## src/rtl/seq_s_pg_rca16.sv

```systemverilog
// Serial signed N-bit adder/subtractor: one 16-bit propagate/generate ripple slice per cycle.
// The result is sign-extended to N+1 bits, and a signed-overflow flag is produced at completion.
module seq_s_pg_rca16 #(
    parameter int unsigned WORDS = 4
) (
    input  logic                  clk,
    input  logic                  rst,
    input  logic                  start,
    input  logic                  sub,
    input  logic [16*WORDS-1:0]   a,
    input  logic [16*WORDS-1:0]   b,
    output logic                  busy,
    output logic                  done,
    output logic [16*WORDS:0]     out,
    output logic                  ovf
);

    localparam int unsigned N  = 16 * WORDS;
    localparam int unsigned SW = 16;
    localparam int unsigned KW = (WORDS > 1) ? $clog2(WORDS) : 1;

    typedef enum logic [1:0] {
        IDLE = 2'd0,
        RUN  = 2'd1,
        DONE = 2'd2
    } state_t;

    state_t        state_q;
    state_t        state_d;
    logic [N-1:0]  a_q;
    logic [N-1:0]  b_q;
    logic          carry_q;
    logic [KW-1:0] k_q;

    logic [KW+3:0] idx;
    logic          last;
    logic [SW-1:0] as;
    logic [SW-1:0] bs;
    logic [SW-1:0] p;
    logic [SW-1:0] g;
    logic [SW-1:0] s;
    logic [SW:0]   c;
    logic          ext;

    assign idx  = {k_q, 4'b0000};
    assign last = (k_q == KW'(WORDS - 1));
    assign as   = a_q[idx +: SW];
    assign bs   = b_q[idx +: SW];

    // Single 16-bit propagate/generate ripple slice, fed from the latched operands.
    always_comb begin
        p    = as ^ bs;
        g    = as & bs;
        c    = '0;
        s    = '0;
        c[0] = carry_q;
        for (int i = 0; i < int'(SW); i++) begin
            c[i+1] = g[i] | (p[i] & c[i]);
            s[i]   = p[i] ^ c[i];
        end
        ext = as[SW-1] ^ bs[SW-1] ^ c[SW];
    end

    // Next-state logic.
    always_comb begin
        state_d = state_q;
        case (state_q)
            IDLE:    if (start) state_d = RUN;
            RUN:     if (last)  state_d = DONE;
            DONE:    state_d = IDLE;
            default: state_d = IDLE;
        endcase
    end

    // State register, operand latches, slice writes; busy/done track the next state.
    always_ff @(posedge clk) begin
        if (rst) begin
            state_q <= IDLE;
            busy    <= 1'b0;
            done    <= 1'b0;
            out     <= '0;
            ovf     <= 1'b0;
            carry_q <= 1'b0;
            k_q     <= '0;
            a_q     <= '0;
            b_q     <= '0;
        end else begin
            state_q <= state_d;
            busy    <= (state_d != IDLE);
            done    <= (state_d == DONE);
            case (state_q)
                IDLE: begin
                    if (start) begin
                        a_q     <= a;
                        b_q     <= sub ? ~b : b;
                        carry_q <= sub;
                        k_q     <= '0;
                        ovf     <= 1'b0;
                    end
                end
                RUN: begin
                    out[idx +: SW] <= s;
                    carry_q        <= c[SW];
                    if (last) begin
                        out[N] <= ext;
                        ovf    <= ext ^ s[SW-1];
                    end else begin
                        k_q <= k_q + KW'(1);
                    end
                end
                default: ;
            endcase
        end
    end

endmodule

```

## config.mk

```make
export PLATFORM = sky130hd
export DESIGN_NAME = seq_s_pg_rca16
export DESIGN_NICKNAME = d
export VERILOG_FILES = /design/src/rtl/seq_s_pg_rca16.sv
export SDC_FILE = /design/constraint.sdc
export NUM_CORES = 1
export LEC_CHECK = 0
export ABC_AREA = 1
export BUFFER_PORTS_ARGS = -buffer_cell sky130_fd_sc_hd__buf_4
export CAP_MARGIN = 20
export CORE_MARGIN = 5
export CORE_UTILIZATION = 40
export CTS_CLUSTER_DIAMETER = 80
export DETAILED_ROUTE_END_ITERATION = 12
export GPL_TIMING_DRIVEN = 0
export PLACE_DENSITY = 0.72
export SYNTH_ARGS = -nofsm -noshare
export SYNTH_HDL_FRONTEND = slang
export SYNTH_SLANG_ARGS = --single-unit
export TNS_END_PERCENT = 50
```

## constraint.sdc

```tcl
create_clock -name clk -period 17 [get_ports clk]
set_clock_uncertainty 0.05 [all_clocks]
set_input_delay 2.55 -clock clk [delete_from_list [all_inputs] [get_ports clk]]
set_output_delay 2.55 -clock clk [all_outputs]
set_load 0.02 [all_outputs]
```

==> impl_results.rst, run 1 <==
.. list-table::
   :header-rows: 1

   * - Metric
     - Value
   * - Outcome
     - finished, final reports clean
   * - Startpoint types
     - register
   * - Share of synthesized area spent on multiplexers
     - 0%
   * - Register bit total from synthesis
     - 201
   * - Yosys warning total
     - 0
   * - Total net switching power
     - 0.365 mW
   * - Total congestion overflow
     - 0
   * - Overall Global Routing Usage
     - 21.4%
   * - Top cell by count, worst path
     - sky130_fd_sc_hd__fa_1
   * - Clock buffers created by TritonCTS
     - 21
   * - Clock Path Buffers
     - 3
   * - Cell leakage power
     - 5.57 nW
   * - Width of the chip
     - 166 um
   * - # Post-CTS Setup Buffers
     - 0
   * - Class of the worst hold path
     - register to register
   * - Fin Hold WS
     - 0.395 ns
   * - Min setup slack post-route
     - 7.43 ns
   * - Die height
     - 166 um
   * - Routed WL per cell
     - 15.9 um
   * - Worst r2r src
     - k_q[0]$_SDFFE_PP0P_
   * - Critical-path maximum fanout
     - 13
   * - Synth Area in Adders
     - 4.40%
   * - Number of standard cells after synthesis
     - 1399
   * - Flop-to-flop setup slack
     - 7.43 ns
   * - Cell total after placement
     - 1920
   * - Clock Latency Late Sink
     - 0.50 ns
   * - Worst setup path endpoint
     - out[31]$_SDFFE_PP0P_
   * - FP Rows
     - 57
   * - CTS H-tree depth
     - 1
   * - P per Cell Area
     - 102 nW/um^2
   * - Critical Path Source
     - k_q[0]$_SDFFE_PP0P_
   * - Slew of the pin with the lowest slew margin
     - 0.780 ns
   * - Portion of the post-synthesis area used by sequential elements
     - 41.4%
   * - Post-DP Area
     - 11600 um^2
   * - Worst-case vdd ir drop
     - 0.0545 mV
   * - Arrival time at the worst endpoint
     - 9.96 ns
   * - Effective utilization at floorplan
     - 40.4%
   * - Clock network fraction of design power
     - 38.6%
   * - Post-route DRC
     - 0
   * - First-pass iteration count of the detailed router
     - 7
   * - DRT Wirelength
     - 31.1 mm
   * - Sequential cell fraction of total power
     - 41.0%
   * - CTS Hold Buffers Added
     - 0
   * - Required arrival time at the worst endpoint
     - 17.38 ns
   * - Worst slew margin relative to its limit
     - 48.0%
   * - IO Count
     - 200
   * - Minimum setup slack after placement
     - 7.58 ns
   * - Net count reported at finish
     - 1775
   * - Core outline area
     - 24100 um^2
   * - Cell area after technology mapping
     - 9730 um^2
   * - First-pass GRT wire length
     - 47.9 mm
   * - Synth unique cells
     - 29
   * - Port bufs
     - 197
   * - Fraction of the mapped netlist area in compound gates
     - 12.2%
   * - Sort of element at the end of the critical path
     - register
   * - Fin cells
     - 1956
   * - Period Utilization, post-route
     - 56.3%
   * - Growth of design area from synthesis to finish
     - 26.9%
   * - Fraction of final layout cells with drive strength greater than 1
     - 18.6%
   * - Final Critical Period
     - 9.57 ns
   * - Setup Viol. Count Final
     - 0
   * - Initial DRC Count
     - 734
   * - Part of the power in combinational logic
     - 20.4%
   * - Path depth of the worst reg2reg path
     - 27
   * - Remaining number of nets flagged by the antenna check after routing
     - 0
   * - Number of gates resized after cts
     - 0
   * - Area share of xor/xnor cells in the synthesized design
     - 5.76%
   * - Overall die area
     - 27500 um^2
   * - Via count
     - 9479
   * - Pin count of the biggest net entering global routing
     - 15
   * - Number of antenna cells inserted
     - 0
   * - CTS clock-pin slew for the worst setup and hold paths
     - 0.06 ns
   * - Max cap viols
     - 0
   * - Simple-Gate Fraction of Synth Area
     - 27.9%
   * - Clock Sinks
     - 201
   * - Cell at the root of the clock tree
     - sky130_fd_sc_hd__clkbuf_16
   * - Pint
     - 0.897 mW
   * - DR vias/cell
     - 4.85
   * - Switching fraction of total power
     - 28.9%
   * - Syn avg cell area
     - 6.95 um^2
   * - Category of the most critical setup path
     - register to register
   * - Largest stage delay on the critical path
     - 0.61 ns
   * - Detailed placer's ending HPWL
     - 24.2 mm
   * - Number of global-route vias before repair
     - 9236
   * - Most common cell after layout, fill and taps aside
     - sky130_fd_sc_hd__nor2_1
   * - Unrepaired setup endpoints after global routing
     - false
   * - Final design area excluding fillers
     - 12300 um^2
   * - Highest-count cells in the layout ignoring fill and taps
     - sky130_fd_sc_hd__nor2_1 (388), sky130_fd_sc_hd__nand2_1 (268), sky130_fd_sc_hd__buf_4 (219)
   * - Hold violation total from the final report
     - 0
   * - Post-Route Setup TNS
     - 0 ns
   * - Synthesized net count
     - 1555
   * - Highest achievable clock rate
     - 0.104 GHz
   * - Combinational family with the most area after synthesis
     - simple AND/OR/NAND/NOR gates
   * - Max Transition Viols Final
     - 0
   * - Number of antenna violations at the first check in global routing
     - 0
   * - Routability congestion estimate from global placement
     - 0.906
   * - CTS tree
     - built
   * - Total power
     - 1.26 mW
   * - Standard cell with the maximum stage delay on the critical path
     - sky130_fd_sc_hd__clkbuf_1
   * - Fraction of the core area covered by cells at the end of the flow
     - 51.2%
   * - Reg-to-reg endpoint
     - out[31]$_SDFFE_PP0P_
-- how the worst min path moves through the flow --
stage | slack [ns] | cells after the start | startpoint | endpoint
after detailed placement | 0.39 | 2 | a_q[8]$_SDFFE_PP0P_ | a_q[8]$_SDFFE_PP0P_
after floorplan | 0.37 | 2 | a_q[1]$_SDFFE_PP0P_ | a_q[1]$_SDFFE_PP0P_
after CTS | 0.40 | 2 | a_q[8]$_SDFFE_PP0P_ | a_q[8]$_SDFFE_PP0P_
final | 0.39 | 2 | a_q[8]$_SDFFE_PP0P_ | a_q[8]$_SDFFE_PP0P_
after global routing | 0.42 | 2 | a_q[1]$_SDFFE_PP0P_ | a_q[1]$_SDFFE_PP0P_
after global placement | 0.38 | 2 | a_q[5]$_SDFFE_PP0P_ | a_q[5]$_SDFFE_PP0P_
-- sequential cells by signal, indices dropped and copies added, names as in the netlist --
register,flops
busy,1
ovf,1
carry_q,1
done,1
b_q,64
out,65
state_q,2
k_q,2
a_q,64
-- layer usage --
layer | global-route usage (%) | part of all wire [%]
met5 | 0 | 0
met3 | 4.50 | 7.8
met2 | 36.2 | 46
met4 | 7.71 | 4.2
met1 | 27.1 | 42
-- cell families after synthesis --
group / Yosys count
XOR/XNOR: 64
AO/OA/AOI/OAI: 237
adder cells (fa/ha/maj): 24
AND/OR/NAND/NOR: 696
buffers and inverters: 177
flip-flops: 201
-- synthesized netlist by cell type (all sizes together) --
master	instances	area, um^2
a21oi	98	490
buf	58	358
clkbuf	36	140
clkinv	1	3.75
dfxtp	201	4020
fa	17	340
ha	7	87.6
inv	82	310
nand2	269	1010
nand3	30	168
nand4	2	18.8
nor2	395	1520
o211ai	1	7.51
o21ai	136	681
o22ai	2	12.5
xnor2	64	561
-- critical path, delay by kind of cell (launching register included) --
kind	cells	cell delay (ns)
buffers and inverters	4	1.00
flip-flops	1	0.38
adder cells (fa/ha/maj)	16	7.09
AO/OA/AOI/OAI	2	0.42
AND/OR/NAND/NOR	5	0.58
-- cell type report --
cell class | instances | area (um^2)
buffer | 94 | 498
clock buffer | 29 | 616
clock inverter | 7 | 115
fill | 2464 | 11800
inverter | 83 | 314
multi-input combinational | 1021 | 4890
sequential | 201 | 4020
tap | 324 | 405
timing repair buffer | 197 | 1480
-- power groups by stage --
stage	clock (mW)	combinational, mW	sequential [mW]
3_3_place_gp	0	0.248	0.527
3_5_place_dp	0	0.253	0.528
4_1_cts	0.492	0.254	0.518
2_1_floorplan	0	0.154	0.528
5_1_grt	0.512	0.282	0.521
6_report	0.487	0.257	0.518
Power figures use the tool's default switching activity.
==> run 2, diff against run 1 <==
--- a/config.mk
+++ b/config.mk
@@ -13,7 +13,7 @@
 export CTS_CLUSTER_DIAMETER = 80
 export DETAILED_ROUTE_END_ITERATION = 12
 export GPL_TIMING_DRIVEN = 0
-export PLACE_DENSITY = 0.72
+export PLACE_DENSITY = 0.75
 export SYNTH_ARGS = -nofsm -noshare
 export SYNTH_HDL_FRONTEND = slang
 export SYNTH_SLANG_ARGS = --single-unit
==> constraint.sdc (replaced) <==
create_clock -name clk -period 8.65 [get_ports clk]
set_clock_uncertainty 0.05 [all_clocks]
set_input_delay 1.2975 -clock clk [delete_from_list [all_inputs] [get_ports clk]]
set_output_delay 1.2975 -clock clk [all_outputs]
set_load 0.02 [all_outputs]
==> run 2 against run 1 <==
  * Sequential power is 97% higher
  * Hold slack better by 0.0085 ns
  * Final cell count is 0.20% higher
  * Non-clock buffer count stayed put
  * Critical endpoint is now ovf$_SDFFE_PP0P_
  * Highest routed layer unchanged
==> impl_results.rst, run 2 (synthesized netlist as in run 1, its figures left out) <==
.. list-table::
   :header-rows: 1

   * - Metric
     - Value
   * - # Post-CTS Setup Buffers
     - 0
   * - Most common cell after layout, fill and taps aside
     - sky130_fd_sc_hd__nor2_1
   * - Clock Path Buffers
     - 3
   * - Startpoint types
     - register
   * - Total congestion overflow
     - 0
   * - Worst-case vdd ir drop
     - 0.100 mV
   * - Area taken by multi-input logic gates
     - 4930 um^2
   * - Arrival time at the worst endpoint
     - 8.78 ns
   * - Total power
     - 2.49 mW
   * - Net count reported at finish
     - 1776
   * - Largest registers
     - out x65, a_q x64, b_q x64
   * - Initial DRC Count
     - 775
   * - P per Cell Area
     - 200 nW/um^2
   * - Overall die area
     - 27500 um^2
   * - Hold EP
     - a_q[14]$_SDFFE_PP0P_
   * - Worst r2r src
     - k_q[0]$_SDFFE_PP0P_
   * - Period Utilization, post-route
     - 96.7%
   * - Switching fraction of total power
     - 29.9%
   * - Final design area excluding fillers
     - 12400 um^2
   * - Number of antenna violations at the first check in global routing
     - 0
   * - Fraction of final layout cells with drive strength greater than 1
     - 19.8%
   * - Highest achievable clock rate
     - 0.120 GHz
   * - Overall Global Routing Usage
     - 21.3%
   * - Detailed placer's ending HPWL
     - 24.1 mm
   * - Unrepaired setup endpoints after global routing
     - false
   * - Standard cell with the maximum stage delay on the critical path
     - sky130_fd_sc_hd__fa_2
   * - Core outline area
     - 24100 um^2
   * - DRT Wirelength
     - 30.8 mm
   * - Critical-path maximum fanout
     - 10
   * - Minimum setup slack after placement
     - -0.798 ns
   * - Routed WL per cell
     - 15.7 um
   * - Top cell by count, worst path
     - sky130_fd_sc_hd__fa_2
   * - Max reg flops
     - 65
   * - Port bufs
     - 197
   * - Highest-count cells in the layout ignoring fill and taps
     - sky130_fd_sc_hd__nor2_1 (387), sky130_fd_sc_hd__nand2_1 (268), sky130_fd_sc_hd__buf_4 (219)
   * - DR vias/cell
     - 4.87
   * - First-pass iteration count of the detailed router
     - 5
   * - Top register by number of flip-flops
     - out
   * - Routability congestion estimate from global placement
     - 0.952
   * - Hold Crit Start
     - a_q[14]$_SDFFE_PP0P_
   * - FP Rows
     - 57
   * - Part of the power in combinational logic
     - 20.6%
   * - Hold violation total from the final report
     - 0
   * - Path depth of the worst reg2reg path
     - 28
   * - Setup Viol. Count Final
     - 0
   * - Post-route DRC
     - 0
   * - Reg-to-reg endpoint
     - ovf$_SDFFE_PP0P_
   * - Die height
     - 166 um
   * - Worst slew margin relative to its limit
     - 56.6%
   * - Clock Latency Late Sink
     - 0.52 ns
   * - Fillcell total
     - 2401
   * - CTS clock-pin slew for the worst setup and hold paths
     - 0.07 ns
   * - Sequential cell fraction of total power
     - 40.9%
   * - Clock Sinks
     - 201
   * - Width of the chip
     - 166 um
   * - First-pass GRT wire length
     - 47.7 mm
   * - Cell at the root of the clock tree
     - sky130_fd_sc_hd__clkbuf_16
   * - Clock network fraction of design power
     - 38.5%
   * - Growth of design area from synthesis to finish
     - 27.8%
   * - Flop-to-flop setup slack
     - 0.28 ns
   * - Remaining number of nets flagged by the antenna check after routing
     - 0
   * - Outcome
     - finished, final reports clean
   * - Area of all sequential standard cells
     - 4030 um^2
   * - Post-DP Area
     - 11600 um^2
   * - Sort of element at the end of the critical path
     - register
   * - Required arrival time at the worst endpoint
     - 9.06 ns
   * - Worst hold path stage count
     - 2
   * - Max Transition Viols Final
     - 0
   * - Effective utilization at floorplan
     - 40.4%
   * - CTS Hold Buffers Added
     - 0
   * - Category of the most critical setup path
     - register to register
   * - IO Count
     - 200
   * - Clock buffers created by TritonCTS
     - 22
   * - Final Critical Period
     - 8.37 ns
   * - Pin count of the biggest net entering global routing
     - 16
   * - Total net switching power
     - 0.746 mW
   * - Number of antenna cells inserted
     - 0
   * - Max cap viols
     - 0
   * - Via count
     - 9554
   * - Min setup slack post-route
     - 0.284 ns
   * - Slew of the pin with the lowest slew margin
     - 0.651 ns
   * - CTS H-tree depth
     - 1
   * - CTS tree
     - built
   * - Pint
     - 1.75 mW
   * - Cell leakage power
     - 5.60 nW
   * - Number of global-route vias before repair
     - 9413
   * - Largest stage delay on the critical path
     - 0.63 ns
   * - Class of the worst hold path
     - register to register
[run 2: worst max-delay path by stage]
stage                                   start                   end  slack [ns]  cells after the start
final                     k_q[0]$_SDFFE_PP0P_      ovf$_SDFFE_PP0P_        0.28                     28
after global routing      k_q[0]$_SDFFE_PP0P_      ovf$_SDFFE_PP0P_        0.04                     28
after CTS                 k_q[0]$_SDFFE_PP0P_  out[31]$_SDFFE_PP0P_       0.007                     27
after detailed placement  k_q[0]$_SDFFE_PP0P_  out[63]$_SDFFE_PP0P_       -0.80                     27
after global placement    k_q[0]$_SDFFE_PP0P_  out[63]$_SDFFE_PP0P_       -0.68                     27
after floorplan           k_q[0]$_SDFFE_PP0P_  out[63]$_SDFFE_PP0P_        0.20                     27
[run 2: metrics by stage]
| stage | setup TNS (ns) | utilization, % | hold WS (ns) | std cells |
|---|---|---|---|---|
| after global routing | 0 | 51.6 | 0.424 | 1960 |
| final | 0 | 51.6 | 0.403 | 1960 |
| after CTS | 0 | 51.5 | 0.399 | 1960 |
| after floorplan | 0 | - | 0.374 | 1399 |
| after detailed placement | -5.05 | 48.2 | 0.389 | 1920 |
| after global placement | -3.85 | 48.2 | 0.383 | 1920 |
[run 2: metal layers]
| metal | GRT usage (%) | wire length, um |
|---|---|---|
| met5 | 0 | 0 |
| met3 | 3.52 | 2460 |
| met1 | 26.8 | 12700 |
| met2 | 35.9 | 14200 |
| met4 | 9.22 | 1450 |
[run 2: timing repair]
action,4_1_cts,5_1_grt
setup endpoints to repair,11,6
gates cloned,0,0
pin swaps,2,2
gates resized for setup,21,10
[run 2: area by class of cell]
| cell class | count | area share [%] |
|---|---|---|
| Multi-Input combinational cell | 1021 | 39.6 |
| Sequential cell | 201 | 32.4 |
| Timing Repair Buffer | 197 | 11.9 |
| Clock buffer | 27 | 4.82 |
| Buffer | 94 | 4.30 |
| Tap cell | 324 | 3.26 |
| Inverter | 83 | 2.53 |
| Clock inverter | 13 | 1.15 |
[run 2: worst max-delay path, delay by kind of cell (launching register included)]
family | cells | cell delay (ns)
adder cells (fa/ha/maj) | 16 | 6.65
buffers and inverters | 5 | 0.61
flip-flops | 1 | 0.39
AND/OR/NAND/NOR | 5 | 0.33
AO/OA/AOI/OAI | 2 | 0.29
[run 2: power groups by stage]
stage / registers (mW) / clock network [mW] / logic (mW)
2_1_floorplan: 1.04 / 0 / 0.302
3_3_place_gp: 1.04 / 0 / 0.485
3_5_place_dp: 1.04 / 0 / 0.494
4_1_cts: 1.02 / 0.966 / 0.503
5_1_grt: 1.02 / 1.00 / 0.565
6_report: 1.02 / 0.958 / 0.514
==> run 3, diff against run 2 <==
==> constraint.sdc (replaced) <==
create_clock -name clk -period 7.6 [get_ports clk]
set_clock_uncertainty 0.05 [all_clocks]
set_input_delay 1.14 -clock clk [delete_from_list [all_inputs] [get_ports clk]]
set_output_delay 1.14 -clock clk [all_outputs]
set_load 0.02 [all_outputs]
==> run 3 against run 2 <==
  * Register-to-register slack worse by 0.21 ns
  * Count of clock-buffer cells in the layout did not move
  * Largest cell class unchanged
  * Global-route usage about the same
  * Sequential share of layout area down 0.61 points
  * Routed wire length rose by 0.62%
  * Critical endpoint is now out[31]$_SDFFE_PP0P_
  * Non-clock buffer count grew 12
  * Die area unchanged
  * Total power increased by 16%
  * Hold slack got worse by 0.0041 ns
  * Final cell count rose by 0.61%
==> impl_results.rst, run 3 (synthesized netlist as in run 1, its figures left out) <==
.. list-table::
   :header-rows: 1

   * - Metric
     - Value
   * - First-pass GRT wire length
     - 47.6 mm
   * - Growth of design area from synthesis to finish
     - 30.3%
   * - Post-DP Area
     - 11700 um^2
   * - First-pass iteration count of the detailed router
     - 5
   * - Sort of element at the end of the critical path
     - register
   * - Class of the worst hold path
     - register to register
   * - FP Rows
     - 57
   * - Worst-case vdd ir drop
     - 0.132 mV
   * - Cell at the root of the clock tree
     - sky130_fd_sc_hd__clkbuf_16
   * - Final design area excluding fillers
     - 12700 um^2
   * - Arrival time at the worst endpoint
     - 7.85 ns
   * - Detailed placer's ending HPWL
     - 24.2 mm
   * - Worst slew margin relative to its limit
     - 49.5%
   * - Port bufs
     - 197
   * - Effective utilization at floorplan
     - 40.4%
   * - Unrepaired setup endpoints after global routing
     - true
   * - Routability congestion estimate from global placement
     - 0.959
   * - Standard cell with the maximum stage delay on the critical path
     - sky130_fd_sc_hd__fa_2
   * - Cell leakage power
     - 5.72 nW
   * - Met3 track demand over resource
     - 4.24%
   * - CTS tree
     - built
   * - Width of the chip
     - 166 um
   * - Die height
     - 166 um
   * - Top cell by count, worst path
     - sky130_fd_sc_hd__fa_2
   * - Max reg flops
     - 65
   * - Clock buffers created by TritonCTS
     - 22
   * - Routed WL per cell
     - 15.7 um
   * - CTS Hold Buffers Added
     - 0
   * - DRT Wirelength
     - 30.9 mm
   * - Core outline area
     - 24100 um^2
   * - CTS clock-pin slew for the worst setup and hold paths
     - 0.06 ns
   * - Min setup slack post-route
     - 0.0745 ns
   * - Category of the most critical setup path
     - register to register
   * - Number of buffer and inverter instances along the worst setup path
     - 4
   * - Via count
     - 9530
   * - Minimum setup slack after placement
     - -0.604 ns
   * - Total congestion overflow
     - 0
   * - GRT busiest layer
     - met2
   * - Startpoint types
     - register
   * - DR vias/cell
     - 4.83
   * - CTS H-tree depth
     - 1
   * - Period Utilization, post-route
     - 99.0%
   * - Met2 capacity usage during global routing
     - 35.6%
   * - Highest-count cells in the layout ignoring fill and taps
     - sky130_fd_sc_hd__nor2_1 (386), sky130_fd_sc_hd__nand2_1 (267), sky130_fd_sc_hd__buf_4 (232)
   * - Remaining number of nets flagged by the antenna check after routing
     - 0
   * - Overall die area
     - 27500 um^2
   * - Area of all sequential standard cells
     - 4030 um^2
   * - Net count reported at finish
     - 1788
   * - Clock Latency Late Sink
     - 0.50 ns
   * - Outcome
     - finished, final reports clean
   * - Most common cell after layout, fill and taps aside
     - sky130_fd_sc_hd__nor2_1
   * - Post-route DRC
     - 0
   * - Number of antenna violations at the first check in global routing
     - 0
   * - Max cap viols
     - 0
   * - Max Transition Viols Final
     - 0
   * - Final Critical Period
     - 7.53 ns
   * - Clock Path Buffers
     - 3
   * - Highest achievable clock rate
     - 0.133 GHz
   * - Overall Global Routing Usage
     - 21.3%
   * - Critical-path maximum fanout
     - 7
   * - Global Route met1 Usage
     - 27.1%
   * - Initial DRC Count
     - 740
   * - Fin cells
     - 1972
   * - Setup Viol. Count Final
     - 0
   * - Total power
     - 2.89 mW
   * - Top register by number of flip-flops
     - out
   * - Fillcell total
     - 2399
   * - Cell family with the largest share of critical-path delay
     - adder cells
   * - Number of antenna cells inserted
     - 0
   * - Largest registers
     - out x65, a_q x64, b_q x64
   * - Clock Sinks
     - 201
   * - P per Cell Area
     - 228 nW/um^2
   * - IO Count
     - 200
   * - Cell total after placement
     - 1920
   * - Hold violation total from the final report
     - 0
   * - Fraction of final layout cells with drive strength greater than 1
     - 21.7%
   * - Largest stage delay on the critical path
     - 0.61 ns
   * - Pin count of the biggest net entering global routing
     - 15
   * - Area taken by multi-input logic gates
     - 4990 um^2
   * - Number of global-route vias before repair
     - 9354
   * - Required arrival time at the worst endpoint
     - 7.93 ns
   * - Slew of the pin with the lowest slew margin
     - 0.757 ns
==> run 3: changes by cell type in the layout (fill, tap and decap cells not counted), sizes merged <==
cell / previous run / this run
clkinv: 9 / 7
clkinvlp: 2 / 4
buf: 257 / 270
clkbuf: 61 / 60
bufinv: 2 / 3
inv: 83 / 82
==> run 3: through the flow <==
stage                     TNS [ns]  util, %  hold slack, ns
after floorplan                  0        -           0.374
after global placement       -2.62     48.4           0.383
after detailed placement     -3.18     48.4           0.389
after CTS                        0     52.2           0.398
after global routing        -0.175     52.6           0.418
final                            0     52.6           0.399
==> run 3: repair_timing <==
action | 4_1_cts | 5_1_grt
endpoints found under the setup margin | 10 | 6
buffers inserted | 9 | 6
pin swaps | 16 | 20
gates resized for setup | 22 | 25
==> run 3: worst paths after layout <==
| check | start | cells past startpoint | slack, ns | end |
|---|---|---|---|---|
| setup reg to reg | k_q[0]$_SDFFE_PP0P_ | 27 | 0.07 | out[31]$_SDFFE_PP0P_ |
| hold / removal | a_q[8]$_SDFFE_PP0P_ | 2 | 0.40 | a_q[8]$_SDFFE_PP0P_ |
| hold reg to reg | a_q[8]$_SDFFE_PP0P_ | 2 | 0.40 | a_q[8]$_SDFFE_PP0P_ |
| setup / recovery | k_q[0]$_SDFFE_PP0P_ | 27 | 0.07 | out[31]$_SDFFE_PP0P_ |
==> run 3: final cells by class <==
cell class | count | share of cell area [%]
multi-input cells | 1021 | 39.3
flip-flops and latches | 201 | 31.8
repair buffers | 212 | 12.7
clock buffers | 27 | 4.82
plain buffers | 91 | 4.46
well taps | 324 | 3.20
inverters | 83 | 2.53
clock inverters | 13 | 1.18
==> run 3: layer usage <==
metal | up-vias | wire (um) | part of all wire, %
met2 | 395 | 14500 | 47
met1 | 4245 | 12900 | 42
met3 | 73 | 2440 | 7.9
met4 | 0 | 1170 | 3.8
li1 | 4817 | - | -
met5 | - | 0 | 0
==> run 3: power breakdown <==
group          internal, mW  total, mW  switching, mW
clock                 0.675       1.11          0.436
combinational         0.254      0.619          0.365
sequential             1.12       1.16         0.0387
==> run 3: tightest hold or removal path: cells and delay by family (launching register included) <==
kind                   cells  cell delay (ns)
AOI/OAI and AO/OA          1             0.05
buffers and inverters      1             0.05
DFF                        1             0.30
